==> config.mk <==
export PLATFORM = sky130hd
export DESIGN_NAME = lia_ref_gen
export DESIGN_NICKNAME = d
export VERILOG_FILES = /design/src/rtl/lia_ref_gen.sv
export SDC_FILE = /design/constraint.sdc
export NUM_CORES = 1
export LEC_CHECK = 0
export ABC_CLOCK_PERIOD_IN_PS = 3940
export CAP_MARGIN = 20
export CORE_AREA = 2 2 164 166
export DETAILED_ROUTE_END_ITERATION = 10
export DIE_AREA = 0 0 166 168
export DONT_BUFFER_PORTS = 1
export PLACE_DENSITY = 0.8
export SLEW_MARGIN = 15
export SYNTH_ARGS = -nofsm -noshare
export SYNTH_HDL_FRONTEND = slang
export SYNTH_SLANG_ARGS = --single-unit
export TNS_END_PERCENT = 1
==> constraint.sdc <==
create_clock -name dac_clk_i -period 3.94 [get_ports dac_clk_i]
set_input_delay 0.788 -clock dac_clk_i [delete_from_list [all_inputs] [get_ports dac_clk_i]]
set_output_delay 0.788 -clock dac_clk_i [all_outputs]
set_load 0.01 [all_outputs]
==> src/rtl/lia_ref_gen.sv <==
// lia_ref_gen: quadrature sine/cosine reference for the lock-in amplifier.
// A 32-bit phase accumulator and a quarter-wave table produce
// sin(theta) and cos(theta) as 14-bit signed samples, plus a wrap pulse.
//
// Ports (single clock domain, dac_clk_i, 125 MHz):
//   dac_clk_i    clock
//   dac_rstn_i   synchronous active-low reset
//   ftw_i        frequency tuning word, f = ftw * fclk / 2^PHASE_W
//   pha_off_i    phase offset added after the accumulator
//   cfg_we_i     strobe latching ftw_i and pha_off_i
//   run_i        1 advances the accumulator, 0 holds it
//   sync_i       clears the accumulator (wins over run_i)
//   in_phase_o   sin(theta), two's complement, -8191..+8191
//   out_phase_o  sin(theta + 90 deg)
//   valid_o      high once the pipeline has filled after reset
//   ref_sync_o   one-cycle pulse, in-phase quadrant 3 -> 0, output-aligned
//
// Build option: define LIA_REF_DITHER_EN to add LFSR phase dither
// below the table address bits (spreads truncation spurs).
// Latency: outputs at edge n+3 reflect acc/off_r after edge n.
module lia_ref_gen #(
    parameter int PHASE_W = 32,
    parameter int LUT_AW  = 8,
    parameter int OUT_W   = 14
) (
    input  logic                    dac_clk_i,
    input  logic                    dac_rstn_i,
    input  logic [PHASE_W-1:0]      ftw_i,
    input  logic [PHASE_W-1:0]      pha_off_i,
    input  logic                    cfg_we_i,
    input  logic                    run_i,
    input  logic                    sync_i,
    output logic signed [OUT_W-1:0] in_phase_o,
    output logic signed [OUT_W-1:0] out_phase_o,
    output logic                    valid_o,
    output logic                    ref_sync_o
);

    localparam int  MAG_W  = OUT_W - 1;
    localparam int  LUT_N  = 1 << LUT_AW;
    localparam int  TOP_W  = LUT_AW + 2;
    localparam real TWO_PI = 6.283185307179586;
    localparam real FULL   = real'((1 << MAG_W) - 1);

    // One table lookup: effective address plus sign to apply.
    typedef struct packed {
        logic [LUT_AW-1:0] addr;
        logic              neg;
    } tap_t;

    // One table sample travelling to the sign stage.
    typedef struct packed {
        logic [MAG_W-1:0] mag;
        logic             neg;
    } smp_t;

    // Quarter-wave table, half-LSB phase offset so that
    // no entry is 0 and the full wave is symmetric.
    logic [MAG_W-1:0] lut [LUT_N];

    for (genvar k = 0; k < LUT_N; k++) begin : g_lut
        assign lut[k] = MAG_W'($rtoi(
            FULL * $sin(TWO_PI * (real'(k) + 0.5)
                        / real'(4 * LUT_N)) + 0.5));
    end

    // ------------------------------------------------------------
    // Stage 0: configuration and accumulator
    // ------------------------------------------------------------
    logic [PHASE_W-1:0] ftw_r;
    logic [PHASE_W-1:0] off_r;
    logic [PHASE_W-1:0] acc;

    always_ff @(posedge dac_clk_i) begin
        if (!dac_rstn_i) begin
            ftw_r <= '0;
            off_r <= '0;
        end else if (cfg_we_i) begin
            ftw_r <= ftw_i;
            off_r <= pha_off_i;
        end
    end

    // acc uses the ftw_r value held before a same-cycle cfg write.
    always_ff @(posedge dac_clk_i) begin
        if (!dac_rstn_i) begin
            acc <= '0;
        end else if (sync_i) begin
            acc <= '0;
        end else if (run_i) begin
            acc <= acc + ftw_r;
        end
    end

    // ------------------------------------------------------------
    // Phase computation (optionally dithered)
    // ------------------------------------------------------------
    logic [PHASE_W-1:0] theta_i;

`ifdef LIA_REF_DITHER_EN
    logic [15:0] lfsr;

    // Fibonacci LFSR, taps 16,14,13,11.
    always_ff @(posedge dac_clk_i) begin
        if (!dac_rstn_i) begin
            lfsr <= 16'hACE1;
        end else begin
            lfsr <= {lfsr[14:0],
                     lfsr[15] ^ lfsr[13] ^ lfsr[12] ^ lfsr[10]};
        end
    end

    always_comb begin
        theta_i = acc + off_r + PHASE_W'({lfsr, 6'b0});
    end
`else
    always_comb begin
        theta_i = acc + off_r;
    end
`endif

    // Only the quadrant and table address survive truncation.
    // The Q path adds 90 deg, i.e. +1 in the quadrant field,
    // which is exact and shares the (dithered) I address bits.
    logic [TOP_W-1:0] top_i;
    logic [1:0]       quad_i;
    logic [1:0]       quad_q;
    logic             unused_lsb;

    assign top_i      = theta_i[PHASE_W-1 -: TOP_W];
    assign unused_lsb = ^theta_i[PHASE_W-TOP_W-1:0];
    assign quad_i     = top_i[TOP_W-1 -: 2];
    assign quad_q     = quad_i + 2'd1;

    // Odd quadrants run the quarter table backwards,
    // the second half of the wave is negated.
    function automatic tap_t make_tap(
        input logic [1:0]        q,
        input logic [LUT_AW-1:0] a
    );
        tap_t t;
        t.addr = q[0] ? ~a : a;
        t.neg  = q[1];
        return t;
    endfunction

    // ------------------------------------------------------------
    // Stage 1: quadrant and effective address
    // ------------------------------------------------------------
    tap_t       s1_i;
    tap_t       s1_q;
    logic [1:0] s1_quad;
    logic [1:0] s1_quad_prev;

    always_ff @(posedge dac_clk_i) begin
        if (!dac_rstn_i) begin
            s1_i         <= '0;
            s1_q         <= '0;
            s1_quad      <= '0;
            s1_quad_prev <= '0;
        end else begin
            s1_i         <= make_tap(quad_i, top_i[LUT_AW-1:0]);
            s1_q         <= make_tap(quad_q, top_i[LUT_AW-1:0]);
            s1_quad      <= quad_i;
            s1_quad_prev <= s1_quad;
        end
    end

    logic wrap1;

    assign wrap1 = (s1_quad == 2'd0) && (s1_quad_prev == 2'd3);

    // ------------------------------------------------------------
    // Stage 2: table read (two ports on one table)
    // ------------------------------------------------------------
    smp_t s2_i;
    smp_t s2_q;
    logic s2_wrap;

    always_ff @(posedge dac_clk_i) begin
        if (!dac_rstn_i) begin
            s2_i    <= '0;
            s2_q    <= '0;
            s2_wrap <= 1'b0;
        end else begin
            s2_i.mag <= lut[s1_i.addr];
            s2_i.neg <= s1_i.neg;
            s2_q.mag <= lut[s1_q.addr];
            s2_q.neg <= s1_q.neg;
            s2_wrap  <= wrap1;
        end
    end

    // ------------------------------------------------------------
    // Fill tracking: stage 2 holds real data once v2 is set,
    // so stage 3 stays at 0 until then.
    // ------------------------------------------------------------
    logic v1;
    logic v2;

    always_ff @(posedge dac_clk_i) begin
        if (!dac_rstn_i) begin
            v1      <= 1'b0;
            v2      <= 1'b0;
            valid_o <= 1'b0;
        end else begin
            v1      <= 1'b1;
            v2      <= v1;
            valid_o <= v2;
        end
    end

    // ------------------------------------------------------------
    // Stage 3: sign and output registers
    // ------------------------------------------------------------
    function automatic logic signed [OUT_W-1:0] apply_sign(
        input smp_t s
    );
        logic signed [OUT_W-1:0] m;
        m = $signed({1'b0, s.mag});
        return s.neg ? -m : m;
    endfunction

    always_ff @(posedge dac_clk_i) begin
        if (!dac_rstn_i) begin
            in_phase_o  <= '0;
            out_phase_o <= '0;
            ref_sync_o  <= 1'b0;
        end else if (v2) begin
            in_phase_o  <= apply_sign(s2_i);
            out_phase_o <= apply_sign(s2_q);
            ref_sync_o  <= s2_wrap;
        end else begin
            in_phase_o  <= '0;
            out_phase_o <= '0;
            ref_sync_o  <= 1'b0;
        end
    end

endmodule

==> Word level (Yosys, flattened, before mapping) <==
Memories as Yosys holds them, arrays and structs flattened. A register that Yosys moved wholly into a read port is not among the register bits.
Cells that the tools add are included.
{ "word_totals": {"regBits": 153, "latchBits": 0, "ram_bits": 0, "mem_bits_ro": 6656, "inputBits": 69, "out_inout_bits": 30, "memories": 2} }
{ "mem_list": {"columns": ["memory", "words", "width", "read_ports", "rd_clocked_by_memory_dff", "wr", "line_no", "source"], "rows": [
  ["(no name shown)", 256, 13, 1, 1, 0, "188", "s2_q.mag <= lut[s1_q.addr];"],
  ["(no name shown)", 256, 13, 1, 1, 0, "186", "s2_i.mag <= lut[s1_i.addr];"]
]} }
{ "op_classes": {"add_sub_neg": 5, "mul": 0, "div_mod_pow": 0, "magnitude_cmp": 0, "eq_ne": 1, "n_shift": 0, "mux": 5, "bitwise_logic": 4, "n_reduce_logical": 8} }
{ "op_table": {"columns": ["operator", "count"], "rows": [
  ["adder 32 bit", 2],
  ["negation 13 -> 14 bit", 2],
  ["2-to-1 mux 13 bit", 2],
  ["NOT 8 -> 9 bit", 2],
  ["2-to-1 mux 8 bit", 2],
  ["NOT 8 bit", 1],
  ["AND reduction 3 bit", 2],
  ["adder 2 x 1 -> 2 bit, second input constant", 1],
  ["equality test 2 bit, second input constant", 1],
  ["zero test 1 bit", 2],
  ["zero test 2 bit", 1],
  ["AND reduction 2 bit", 1],
  ["OR reduction 2 bit", 1],
  ["logical AND 1 bit", 1],
  ["2-to-1 mux 1 bit", 1],
  ["NOT 1 bit", 1]
]} }

==> Longest topological paths before layout <==
Gate-level depths: netlist (run 1).
{ "depth": {"ltp_word": 3, "mapped_depth": 13, "mapped_depth_nobuf": 10} }

==> Least setup slack after synthesis (run 1) <==
No wires, ideal clock.
{ "synth_timing": {"kind": "register -> register", "from": "register s1_i[2] in the netlist's numbering", "to": "register, netlist name s2_i[5]", "arrival_ns": 3.006, "required_ns": 3.869, "path_slack_ns": 0.863, "stages_incl_launch_ff": 12, "n_path_buf": 3, "period_less_slack_ns": 3.077, "path_cell_list": "dfxtp_1 clkbuf_1 clkbuf_1 inv_1 ha_1 or2_2 clkbuf_1 nand2_1 mux4_2 mux4_2 nand2b_1 a21oi_1"} }
{ "synth_via": {"elab_chain_cells": 1} }
{ "synth_lines": {"columns": ["item", "line_no", "source"], "rows": [
  ["start: declaration", "150", "tap_t s1_i;"],
  ["start signal: assignment", "162", "s1_i <= make_tap(quad_i, top_i[LUT_AW-1:0]);"],
  ["NOT 8 -> 9 bit (implied by the code)", "186", null]
]} }
No other way between the ends.
A chain may end at the register's enable or synchronous reset.

==> Worst setup path after layout (run 1) <==
{ "layout_timing": {"from": "register acc[0]", "to": "register acc[28]"} }
{ "layout_via": {"elab_chain_cells": 1} }
{ "layout_lines": {"columns": ["item", "line_no", "source"], "rows": [
  ["start: declaration", "72", "logic [PHASE_W-1:0] acc;"],
  ["start signal: assignment", "91", "acc <= acc + ftw_r;"],
  ["adder 32 bit", "91", null]
]} }
No other way between the ends.

==> results of run 1 <==
==> per-stage QoR <==
| step | cells | power (mW) |
|---|---|---|
| final | 2359 | 5.76 |
| after global routing | 2359 | 6.00 |
| after detailed placement | 2327 | 3.89 |
| after CTS | 2359 | 5.70 |
| after floorplan | 2121 | 3.42 |
| after global placement | 2327 | 3.89 |
==> flip-flops by register name (all words and copies together), names as in the netlist, 2 cells and up <==
name / flops
in_phase_o: 14
ftw_r: 32
s2_i: 13
s2_q: 14
s1_i: 9
acc: 32
s1_quad_prev: 2
out_phase_o: 14
off_r: 32
s1_q: 9
==> kinds of logic (layout without fill, tap and decap cells) <==
logic type,Yosys count,after routing,share of synthesized area [%]
DFF,177,177,22.8
AOI/OAI and AO/OA,704,704,29.2
xor gates and xnor gates,63,63,3.65
and+or+nand+nor,758,758,22.7
muxes,111,111,8.95
adders and majority gates,92,92,7.46
buffers and inverters,216,113,5.26
==> synth_stat cells, types with 6 or more instances <==
library cell / instances / area, um^2
nor2_1: 267 / 1000
nand2_1: 198 / 743
a21oi_1: 193 / 966
dfxtp_1: 177 / 3540
o21ai_0: 163 / 816
clkbuf_1: 131 / 492
ha_1: 91 / 1140
mux2i_1: 86 / 861
nor3_1: 59 / 295
nand3_1: 57 / 285
o211ai_1: 49 / 368
buf_1: 43 / 161
a211oi_1: 41 / 308
a31oi_1: 40 / 250
nand2b_1: 39 / 244
xor2_1: 35 / 307
inv_1: 33 / 124
xnor2_1: 27 / 236
a21o_1: 24 / 180
nor2b_1: 24 / 150
and2_1: 22 / 138
mux4_2: 22 / 495
o31ai_1: 19 / 143
a311oi_1: 17 / 149
and3_1: 16 / 100
nand3b_1: 15 / 113
or3_1: 14 / 87.6
o21a_1: 13 / 97.6
o221ai_1: 13 / 114
o22ai_1: 12 / 75.1
o311ai_0: 11 / 96.3
a211o_1: 10 / 87.6
a221oi_1: 10 / 87.6
a311o_1: 10 / 100
or2_2: 10 / 62.6
o311a_1: 9 / 90.1
a21boi_0: 8 / 60.1
nand4_1: 8 / 50.1
a22oi_1: 7 / 52.6
nor4_1: 7 / 43.8
a32oi_1: 6 / 52.6
o2111ai_1: 6 / 52.6
o21bai_1: 6 / 45.0
==> routing by layer <==
| layer | up-vias | global-route usage, % |
|---|---|---|
| met5 | - | 0 |
| met4 | 0 | 18.2 |
| met3 | 194 | 8.18 |
| met2 | 1103 | 57.5 |
| met1 | 7553 | 47.0 |
| li1 | 7587 | - |
==> power by group through the flow <==
stage | Sequential (mW) | Combinational (mW) | Clock (mW)
after floorplan | 2.01 | 1.41 | 0
after global placement | 2.09 | 1.80 | 0
after detailed placement | 2.09 | 1.80 | 0
after CTS | 2.05 | 1.81 | 1.84
after global routing | 2.06 | 2.04 | 1.90
final | 2.05 | 1.89 | 1.82
==> cell usage in the layout, fill, tap and decap left out, types with 24 or more instances in the layout <==
cell type,instances
a211oi_1,41
a21o_1,24
a21oi_1,193
a31oi_1,40
buf_4,42
dfxtp_1,167
ha_1,91
inv_1,33
mux2i_1,86
nand2_1,198
nand2b_1,39
nand3_1,57
nor2_1,266
nor2b_1,24
nor3_1,59
o211ai_1,49
o21ai_0,163
xnor2_1,27
xor2_1,35
==> worst max path at each step <==
stage                 start  endpoint  slack [ps]  cells after the start
finish               acc[0]   acc[28]         690                     10
global route         acc[0]   acc[28]         520                     10
CTS                  acc[0]   acc[28]         760                     10
detailed placement   acc[0]   acc[28]         810                     10
global placement     acc[0]   acc[28]         860                     10
floorplan           s1_i[2]   s2_i[5]         860                     11
==> layout make-up <==
type	instances	area (um^2)
Timing Repair Buffer	44	355
Sequential cell	177	3560
Clock inverter	15	203
Tap cell	341	427
Fill cell	2385	10100
Clock buffer	17	425
Inverter	37	139
Multi-Input combinational cell	1728	11200
==> critical path, stage by stage (launching register included) <==
cell and delay [ps]:
dfxtp_1 380, ha_1 200, fa_1 230, a21oi_1 100
o211a_1 280, or4_1 510, and3_1 230, o21a_1 290
a2111oi_0 600, nor3_1 130, nand3b_1 180
==> impl_metrics.json, run 1 <==
{
  "port-buffer-count": 0,
  "worstHoldStart": "dac_rstn_i",
  "p_sw_mw": 2.27,
  "wl_met2_mm": 23.2,
  "period_minus_slack_ps": 3250,
  "setup-violations-final": 0,
  "yosysSeqAreaShare_pct": 22.8,
  "final_nets": 2166,
  "holdPathEnd": "v1",
  "final-hold-violation-count": 0,
  "num_antenna_cells": 0,
  "overflow": 0,
  "reg2reg_depth": 10,
  "core_area_um2": 26400,
  "arrival_ps": 3570,
  "status": "complete, no violations",
  "synthFlopType": "dfxtp_1",
  "p_comb_share_pct": 32.8,
  "first_pass_iters": 6,
  "cp_max_fo": 5,
  "post_cts_buffers": 0,
  "cts_max_level": 4,
  "wire_per_inst_um": 22.1,
  "dp_slack_ps": 808,
  "fin_area_um2": 16300,
  "pwr-share-clk_pct": 31.6,
  "p_per_area_nw_per_um2": 354,
  "cts.sinks": 177,
  "dpl_cell_area_um2": 15700,
  "grt_pass1_vias": 15300,
  "gp_congestion": 1.05,
  "maxCapViolCount": 0,
  "fin_skew_ps": 18.9,
  "route.detailed.drc": 0,
  "area_growth_pct": 4.86,
  "netlist-cell-type-count": 80,
  "initial_utilization_pct": 59.0,
  "holdPathStages": 0,
  "via_count": 16400,
  "dp.final_hpwl_mm": 36.7,
  "numCtsBuffers": 17,
  "wl_mm": 52.2,
  "reg2reg_to": "acc[28]",
  "grt_pass1_wl_mm": 82.4,
  "die_w_um": 166,
  "synth_area_per_cell_um2": 7.32,
  "io_pins": 99,
  "vdd_drop_max_v": 0.000232,
  "ys_ff_latch": 177,
  "p_leak_nw": 6.53,
  "rows": 60,
  "seq_power_share_pct": 35.6,
  "relSlewSlack_pct": 32.2,
  "setup_tns_ps": 0,
  "ys.warnings.count": 0,
  "path_class": "reg -> reg",
  "end_kind": "flip-flop",
  "rsz0062_at_grt": "no",
  "synth.cell_area_um2": 15500,
  "die_h_um": 168,
  "top_layer": "met4",
  "cts_buffer_depth": 2,
  "r2r_start": "acc[0]",
  "fin_crit_sh_pct": 82.4,
  "min-delay-path-class": "in -> reg",
  "syn_inst": 2121,
  "final_util_pct": 61.8,
  "critPathRequiredTime_ps": 4270,
  "dieArea_um2": 27900,
  "cts_tree": "done",
  "p_sw_share_pct": 39.5,
  "async_flop_share_pct": 0,
  "wl_met3_mm": 5.58,
  "drtIter0Drc": 2534,
  "timing.final.ws_setup_ps": 695,
  "clk_pin_slew_ps": 90,
  "grt_use_total_pct": 36.4,
  "met1_length_mm": 21.1,
  "syn_nets": 2282,
  "whs_ps": 371,
  "worstMarginPinSlew_ps": 1020,
  "ant_nets": 0,
  "slew_violations": 0,
  "cts-resized-gates": 0,
  "clock_latency_ps": 450,
  "rrSetupSlack_ps": 690,
  "synth_enable_flop_cells": 0,
  "grt_antenna_before_repair": 0,
  "via_per_inst": 6.97,
  "hold_buffers": 0,
  "cts-root-buf": "clkbuf_16",
  "start_kind": "flip-flop",
  "drive_gt1_share_pct": 6.64,
  "intPower_mw": 3.49,
  "max_freq_mhz": 308,
  "grt_max_degree": 115
}
(Power assumes the default switching activity.)
==> inputs of run 2 (changes only) <==
--- a/config.mk
+++ b/config.mk
@@ -5,7 +5,7 @@
 export SDC_FILE = /design/constraint.sdc
 export NUM_CORES = 1
 export LEC_CHECK = 0
-export ABC_CLOCK_PERIOD_IN_PS = 3940
+export ABC_CLOCK_PERIOD_IN_PS = 3100
 export CAP_MARGIN = 20
 export CORE_AREA = 2 2 164 166
 export DETAILED_ROUTE_END_ITERATION = 10
==> constraint.sdc (replaced) <==
create_clock -name dac_clk_i -period 3.1 [get_ports dac_clk_i]
set_input_delay 0.62 -clock dac_clk_i [delete_from_list [all_inputs] [get_ports dac_clk_i]]
set_output_delay 0.62 -clock dac_clk_i [all_outputs]
set_load 0.01 [all_outputs]
==> run 2 against run 1 <==
Net effect: combinational power rose by 32%; non-clock buffer count increased by 43; worst setup slack got worse by 590 ps; largest cell class unchanged; largest power group unchanged.
==> impl_metrics.json, run 2 (synthesis results as in run 1) <==
{
  "status": "complete, no violations",
  "path_class": "reg -> reg",
  "cts_tree": "done",
  "p_per_area_nw_per_um2": 441,
  "worstHoldStart": "dac_rstn_i",
  "cts.sinks": 177,
  "wl_mm": 53.0,
  "fin_skew_ps": 21.2,
  "setup_tns_ps": 0,
  "worst_path_largest_cell_delay_ps": 510,
  "area_growth_pct": 7.63,
  "cts_max_level": 4,
  "final_nets": 2209,
  "period_minus_slack_ps": 2990,
  "initial_utilization_pct": 59.0,
  "wire_per_inst_um": 22.0,
  "die_h_um": 168,
  "vdd_drop_max_v": 0.000417,
  "cts_buffer_depth": 2,
  "core_area_um2": 26400,
  "dp.final_hpwl_mm": 38.8,
  "cp_max_fo": 4,
  "rows": 60,
  "layout_commonest_cell": "nor2_1",
  "die_w_um": 166,
  "fin_crit_sh_pct": 96.6,
  "path_delay_family": "compound AO/OA/AOI/OAI gates",
  "layout_common_cells": "267 x nor2_1, 198 x nand2_1, 192 x a21oi_1, 166 x dfxtp_1, 161 x o21ai_0",
  "rrSetupSlack_ps": 110,
  "relSlewSlack_pct": 43.1,
  "path_cells": "ha_2, fa_2, a21oi_1, o211a_1, or4_1, and3_1, o21a_1, buf_4, a211oi_2, o21ai_0, a32o_1",
  "grt_antenna_before_repair": 0,
  "ant_nets": 0,
  "via_per_inst": 6.93,
  "arrival_ps": 3330,
  "clk_pin_slew_ps": 90,
  "num_antenna_cells": 0,
  "dieArea_um2": 27900,
  "critPathRequiredTime_ps": 3430,
  "fillCellCount": 2320,
  "worst-path-stages": 11,
  "drtIter0Drc": 2288,
  "overflow": 0,
  "worstSetupStartpoint": "ftw_r[0]",
  "slew_violations": 0,
  "via_count": 16600,
  "reg2reg_to": "acc[26]",
  "min-delay-path-class": "in -> reg",
  "start_kind": "flip-flop",
  "worstMarginPinSlew_ps": 846,
  "whs_ps": 223,
  "gp_congestion": 1.01,
  "rsz0062_at_grt": "yes",
  "grt_max_degree": 83,
  "grt_pass1_wl_mm": 83.8,
  "r2r_start": "ftw_r[0]",
  "numCtsBuffers": 17,
  "worst-path-buf-inv": 1,
  "reg2reg_depth": 11,
  "grt_use_total_pct": 36.9,
  "io_pins": 99,
  "grt_pass1_vias": 15400,
  "clock_latency_ps": 450,
  "end_kind": "flip-flop",
  "cts-root-buf": "clkbuf_16",
  "port-buffer-count": 0,
  "multi_input_area_um2": 11200,
  "regArea_um2": 3560,
  "final-hold-violation-count": 0,
  "reg.largest.list": "acc x32, ftw_r x32, off_r x32",
  "slowest_stage": "or4_1",
  "maxCapViolCount": 0,
  "first_pass_iters": 7,
  "route.detailed.drc": 0,
  "drive_gt1_share_pct": 8.98,
  "p_leak_nw": 6.78,
  "worstSetupEndpoint": "acc[26]",
  "max_freq_mhz": 334,
  "hold_buffers": 0,
  "setup-violations-final": 0
}
[run 2: changes by cell type in the layout (fill, tap and decap cells not counted), moves of 2 or more]
cell      before  now
o21ai_1        0    2
o21ai_0      163  161
clkinv_4       2    4
a211oi_2       0    3
buf_12         2    8
a211oi_1      41   38
buf_4         42   79
[run 2: cell type report]
type	instances	share of cell area [%]
sequential	177	21.3
multi-input combinational	1728	67.1
clock buffer	17	2.54
timing repair buffer	87	4.50
tap	341	2.55
clock inverter	15	1.19
inverter	37	0.831
[run 2: layer usage]
layer | vias up | part of all wire, % | routed length [um] | global-route usage [%]
li1 | 7692 | - | - | -
met1 | 7651 | 40 | 21200 | 47.8
met2 | 1065 | 44 | 23400 | 59.0
met3 | 232 | 11 | 5710 | 7.80
met4 | 0 | 5.0 | 2650 | 17.5
met5 | - | 0 | 0 | 0
[run 2: repair_timing]
action                     in CTS  in global routing
setup endpoints to repair       2                  9
pin swaps                       1                  1
buffers inserted                0                  0
gates resized for setup         1                 11
[run 2: how the worst min path moves through the flow]
stage | to | slack (ps) | cells past startpoint
after floorplan | s2_wrap | 380 | 1
after global placement | s2_wrap | 400 | 1
after detailed placement | s2_wrap | 400 | 1
after CTS | v1 | 200 | 0
after global routing | v1 | 190 | 0
final | v1 | 220 | 0
[run 2: stage by stage]
stage / area [um^2] / std cells / power (mW) / util, % / setup WS [ps]
floorplan: 15500 / 2121 / 4.34 / - / 23.0
global route: 16700 / 2402 / 7.70 / 63.5 / -24.2
detailed placement: 16100 / 2370 / 5.04 / 60.9 / 26.2
finish: 16700 / 2402 / 7.37 / 63.5 / 106
CTS: 16700 / 2402 / 7.30 / 63.3 / 28.0
global placement: 16100 / 2370 / 5.02 / 60.9 / 105
[run 2: power breakdown]
group / total, mW / internal [mW] / switching (mW)
sequential: 2.60 / 2.42 / 0.180
clock: 2.28 / 1.12 / 1.16
combinational: 2.50 / 0.966 / 1.53
total: 7.37 / 4.50 / 2.87
